<file path="src/rtl/uart_tx_core.sv">
// ---------------------------------------------------------------------------
// uart_tx_core
//
// UART 8N1 serial transmitter with its own gated baud-tick generator.
// One byte is accepted per start request while idle and shifted out
// LSB-first: a start bit (0), eight data bits, then a stop bit (1).
// The tick generator only runs while a frame is in flight, so every frame
// is aligned to the cycle its start was accepted in.
//
// Ports
//   clk                   in   1  system clock, rising edge
//   rst_n                 in   1  synchronous reset, active HIGH despite the name
//   i_tx_start            in   1  start request, looked at only while idle
//   i_data                in   8  byte to send, captured when the start is accepted
//   o_rs232_txd           out  1  serial line, idles high
//   o_baudrate_tx_clk_en  out  1  high while a frame is in flight
//   o_tx_done             out  1  one-cycle pulse after the stop bit completes
//
// All outputs come straight from flops; there is no combinational path
// from any input to any output.
// ---------------------------------------------------------------------------
module uart_tx_core #(
  parameter int CLK_FREQ     = 50_000_000,
  parameter int BAUD_RATE    = 115200,
  parameter int CLKS_PER_BIT = CLK_FREQ / BAUD_RATE
) (
  input  logic       clk,
  input  logic       rst_n,
  input  logic       i_tx_start,
  input  logic [7:0] i_data,
  output logic       o_rs232_txd,
  output logic       o_baudrate_tx_clk_en,
  output logic       o_tx_done
);

  // Counter wide enough for 0..CLKS_PER_BIT-1. The guard keeps the width
  // legal if someone ever instantiates with CLKS_PER_BIT of 1.
  localparam int CNT_W = (CLKS_PER_BIT > 1) ? $clog2(CLKS_PER_BIT) : 1;
  localparam logic [CNT_W-1:0] CNT_MAX = CNT_W'(CLKS_PER_BIT - 1);

  typedef enum logic [1:0] {
    IDLE  = 2'd0,
    START = 2'd1,
    DATA  = 2'd2,
    STOP  = 2'd3
  } state_e;

  state_e           state_q, state_d;
  logic [CNT_W-1:0] cnt_q, cnt_d;
  logic [2:0]       bitIdx_q, bitIdx_d;
  logic [7:0]       shift_q, shift_d;
  logic             txd_q, txd_d;
  logic             en_q, en_d;
  logic             done_q, done_d;
  logic             tick;

  // Baud tick generator. The counter is parked at zero while the enable
  // is low, so the first tick of a frame lands exactly CLKS_PER_BIT cycles
  // after the start is accepted. It wraps on the tick cycle itself, which
  // makes every bit period exactly CLKS_PER_BIT clocks long.
  assign tick = en_q && (cnt_q == CNT_MAX);

  always_comb begin
    cnt_d = '0;
    if (en_q) begin
      if (tick) begin
        cnt_d = '0;
      end else begin
        cnt_d = cnt_q + CNT_W'(1);
      end
    end
  end

  // Frame sequencer, next-state side. The line level, enable and done
  // pulse are all computed here one cycle ahead and registered, so a
  // state change and its line level appear together on the outputs.
  // The shift register moves right on every bit boundary so the next
  // data bit is always sitting in bit 0.
  always_comb begin
    state_d  = state_q;
    bitIdx_d = bitIdx_q;
    shift_d  = shift_q;
    txd_d    = txd_q;
    en_d     = en_q;
    done_d   = 1'b0;

    unique case (state_q)
      IDLE: begin
        txd_d = 1'b1;
        en_d  = 1'b0;
        if (i_tx_start) begin
          shift_d  = i_data;
          bitIdx_d = 3'd0;
          en_d     = 1'b1;
          txd_d    = 1'b0;
          state_d  = START;
        end
      end

      START: begin
        if (tick) begin
          txd_d    = shift_q[0];
          shift_d  = {1'b0, shift_q[7:1]};
          bitIdx_d = 3'd0;
          state_d  = DATA;
        end
      end

      DATA: begin
        if (tick) begin
          if (bitIdx_q == 3'd7) begin
            txd_d   = 1'b1;
            state_d = STOP;
          end else begin
            txd_d    = shift_q[0];
            shift_d  = {1'b0, shift_q[7:1]};
            bitIdx_d = bitIdx_q + 3'd1;
          end
        end
      end

      STOP: begin
        // The done cycle is already IDLE, so a start presented alongside
        // the done pulse is accepted and the stop bit stretches by one.
        if (tick) begin
          txd_d   = 1'b1;
          en_d    = 1'b0;
          done_d  = 1'b1;
          state_d = IDLE;
        end
      end

      default: begin
        txd_d   = 1'b1;
        en_d    = 1'b0;
        state_d = IDLE;
      end
    endcase
  end

  // State and datapath registers. Reset aborts any frame in flight: the
  // line returns high on the very next cycle and no done pulse is issued.
  always_ff @(posedge clk) begin
    if (rst_n) begin
      state_q  <= IDLE;
      cnt_q    <= '0;
      bitIdx_q <= 3'd0;
      shift_q  <= 8'd0;
      txd_q    <= 1'b1;
      en_q     <= 1'b0;
      done_q   <= 1'b0;
    end else begin
      state_q  <= state_d;
      cnt_q    <= cnt_d;
      bitIdx_q <= bitIdx_d;
      shift_q  <= shift_d;
      txd_q    <= txd_d;
      en_q     <= en_d;
      done_q   <= done_d;
    end
  end

  assign o_rs232_txd          = txd_q;
  assign o_baudrate_tx_clk_en = en_q;
  assign o_tx_done            = done_q;

endmodule

</file>
<file path="config.mk">
export PLATFORM = sky130hd
export DESIGN_NAME = uart_tx_core
export DESIGN_NICKNAME = d
export VERILOG_FILES = /design/src/rtl/uart_tx_core.sv
export SDC_FILE = /design/constraint.sdc
export NUM_CORES = 1
export LEC_CHECK = 0
export BUFFER_PORTS_ARGS = -buffer_cell sky130_fd_sc_hd__buf_2
export CORE_MARGIN = 4
export CORE_UTILIZATION = 61
export DETAILED_ROUTE_END_ITERATION = 12
export MAX_ROUTING_LAYER = met4
export PLACE_DENSITY = 0.82
export SLEW_MARGIN = 20
export SYNTH_ARGS = -nofsm -noshare
export SYNTH_HDL_FRONTEND = slang
export SYNTH_SLANG_ARGS = --single-unit
</file>
<file path="constraint.sdc">
create_clock -name clk -period 3.97 [get_ports clk]
set_input_delay 0.794 -clock clk [delete_from_list [all_inputs] [get_ports clk]]
set_output_delay 0.794 -clock clk [all_outputs]
set_load 0.005 [all_outputs]
</file>
==> results by group <==
Die
  • Row count: 16
  • Core Box Area: 1980 sq um
  • Die area: 2920 sq um
  • Ports: 14
  • Die width: ~54 microns
  • Die H: 54.0 microns
  • Initial Utilization: 65.2%

STA
  • Endpoints failing setup: 0
  • Final Skew: roughly 0.0037 ns
  • Number of hold violations in the final report: 0
  • Post-layout minimum cycle time: 2.27 ns
  • Fmax: between 400 and 500 MHz
  • RSZ-0062 raised after global routing: false
  • Worst slew pin tran: 1.03 ns
  • Final Max Tran Viols: 0
  • Relative slew slack: 31.4%
  • Final TNS setup: 0 ns
  • Period utilization: 57.1%

GRT
  • Initial antenna violation count: 0
  • Vias in the first global route: between 900 and 1,000
  • GR Overflow Total: 0
  • Largest net degree at the start of global routing: 19
  • First-pass GRT wire length: about 4100 microns
  • Total track usage: 19.9%

Yosys
  • Synth Area in Adders: 7.74%
  • Post-synthesis register bit count: 25
  • Seq/Total Area, Yosys: 38.7%
  • Main combinational cell family by area after synthesis: compound AO/OA/AOI/OAI gates
  • Net Count, Synth: 153
  • Instance count of the mapped netlist: ~130
  • Synth warnings: 0
  • Mapped cell area: 1290 sq um
  • Mux contribution to synthesized area: 5.42%
  • Synth Area in Compound Gates: 19.9%
  • Fraction of the mapped netlist area in simple logic gates: 16.7%
  • Distinct cells, synth: about 40
  • Post-Synth XOR/XNOR Area: 4.74%
  • EDFF count, synth: 0
  • Ys async rst share: 0%
  • Synth Flop Type: dfxtp_1
  • Syn Area/Cell: 9.65 sq um

Detailed routing
  • DR vias: 1,002
  • First-pass iteration count of the detailed router: 4
  • Post-route ant nets: 0
  • Wirelength per Cell: 14.2 microns
  • DRC Markers: 0
  • Initial drt markers: 11
  • Via/cell ratio: 5.86
  • Routed WL: 2440 microns

Clocking
  • Htree depth: 1
  • Clk_lat worst skew: ~0.32 ns
  • Clock Tree Root: clkbuf_4
  • Clk sinks: 25
  • Worst-path clk slew: 0.13 ns
  • Post-CTS setup buffer count: 0
  • TritonCTS buffer count: 3
  • CTS tree: done
  • Cts repair resizes: 0
  • Post-CTS Hold Buffers: 0
  • Clk buf depth: 2

Setup path
  • Critical path peak fanout: 18
  • Worst endpoint required time: approximately 4.2 ns
  • Worst path max stage delay: 0.91 ns
  • CP cell instances: inv_1 > ha_1 > a211oi_2 > a21oi_1 > a311oi_1
  • WP buf/inv: 1
  • WS Path Type: flop to flop
  • Worst EP arrival: 2.51 ns
  • Top Family by Delay on Critical Path: compound AO/OA/AOI/OAI gates
  • Worst Setup Start Kind: flop
  • Type of destination of the critical path: flop
  • CP max stage cell: a211oi_2

Final layout
  • Finished Cell Area: 1360 sq um
  • Fraction of final layout cells sized beyond drive strength 1: 16.0%
  • N_diodes: 0
  • Nets: 164
  • Fill count: 166
  • Synth-to-Final Area Change: 4.84%

Power and ir drop
  • VDD IR max: 0.373 mV
  • Power density cells: between 600 and 700 nW/um^2
  • Leakage: between 0.0005 and 0.0006 uW

Flow run
  • Max-cap viol count: 0

Status
  • Outcome: complete, no violations

Placement
  • Area after DPL: 1330 sq um
  • Dpl hpwl: 1780 microns
  • IO buf count: 13
  • GP Congestion: slightly below 0.8

Worst hold path
  • Hold Path Class: flop to flop
-- layout by cell type, fill, tap and decap left out, types with 2 or more instances in the layout --
cell type / count
a21oi_1: 13
a311oi_1: 7
a31oi_1: 2
buf_2: 13
clkbuf_4: 3
dfxtp_1: 25
ha_1: 8
inv_1: 6
mux2i_1: 7
nand3_1: 4
nand4_1: 5
nand4b_1: 2
nor2_1: 13
nor3_1: 2
nor3b_1: 2
o21ai_0: 5
xnor2_1: 4
xor2_1: 3
-- registers in the layout, indices dropped and copies added (netlist names) --
register	flops
cnt_q	9
o_tx_done	1
state_q	2
bitIdx_q	3
o_rs232_txd	1
o_baudrate_tx_clk_en	1
shift_q	8
-- where the power goes --
part / total, uW / switching (uW) / internal [uW]
Sequential: 338 / 34.4 / 304
Combinational: 405 / 238 / 166
Clock: 114 / 75.9 / 37.8
Total: 856 / 349 / 508
-- stage by stage --
stage,total power [uW],hold slack [ns],setup WS (ns),utilization [%],cells
2_1_floorplan,698,0.429,2.17,-,134
3_3_place_gp,721,0.442,1.76,67.0,167
3_5_place_dp,745,0.469,1.70,67.0,167
4_1_cts,855,0.493,1.75,68.4,171
5_1_grt,919,0.519,1.51,68.4,171
6_report,856,0.488,1.70,68.4,171
-- final timing paths --
kind,start,to,slack (ns),depth (start not counted)
max reg2reg,state_q[0],shift_q[3],1.70,5
min reg2reg,cnt_q[0],cnt_q[0],0.49,1
max,state_q[0],shift_q[3],1.70,5
min,cnt_q[0],cnt_q[0],0.49,1
-- cells in the mapped netlist (2+ instances only) --
cell | instances | area [sq um]
xnor2_1 | 4 | 35.0
xor2_1 | 3 | 26.3
a21oi_1 | 13 | 65.1
mux2i_1 | 7 | 70.1
dfxtp_1 | 25 | 500
a31oi_1 | 2 | 12.5
nor3b_1 | 2 | 15.0
inv_1 | 6 | 22.5
clkbuf_2 | 2 | 10.0
nor2_1 | 13 | 48.8
nand4_1 | 5 | 31.3
ha_1 | 8 | 100
nand4b_1 | 2 | 17.5
a311oi_1 | 7 | 61.3
nand3_1 | 4 | 20.0
nor3_1 | 2 | 10.0
o21ai_0 | 5 | 25.0
-- layout make-up --
cell class / instances / area, sq um / share of cell area (%)
clock buffers: 3 / 22.5 / 1.66
clock inverters: 1 / 5.00 / 0.369
inverters: 6 / 22.5 / 1.66
multi-input cells: 96 / 706 / 52.1
flip-flops and latches: 25 / 500 / 36.9
well taps: 27 / 33.8 / 2.49
repair buffers: 13 / 65.1 / 4.80
-- logic make-up (layout without fill, tap and decap cells) --
logic type,after synthesis,in the layout
buffers and inverters,13,23
adder cells (fa/ha/maj),8,8
flip-flops,25,25
XOR/XNOR,7,7
multiplexers,7,7
AO/OA/AOI/OAI,36,36
AND/OR/NAND/NOR,38,38
-- routing by layer --
layer / wire length [microns] / up-vias / track usage (%)
li1: - / 516 / -
met3: 108 / 2 / 5.82
met2: 1220 / 13 / 32.1
met4: 18 / 0 / 4.98
met5: 0 / - / -
met1: 1090 / 471 / 24.2
No activity file was read; power rests on OpenSTA's default activity.
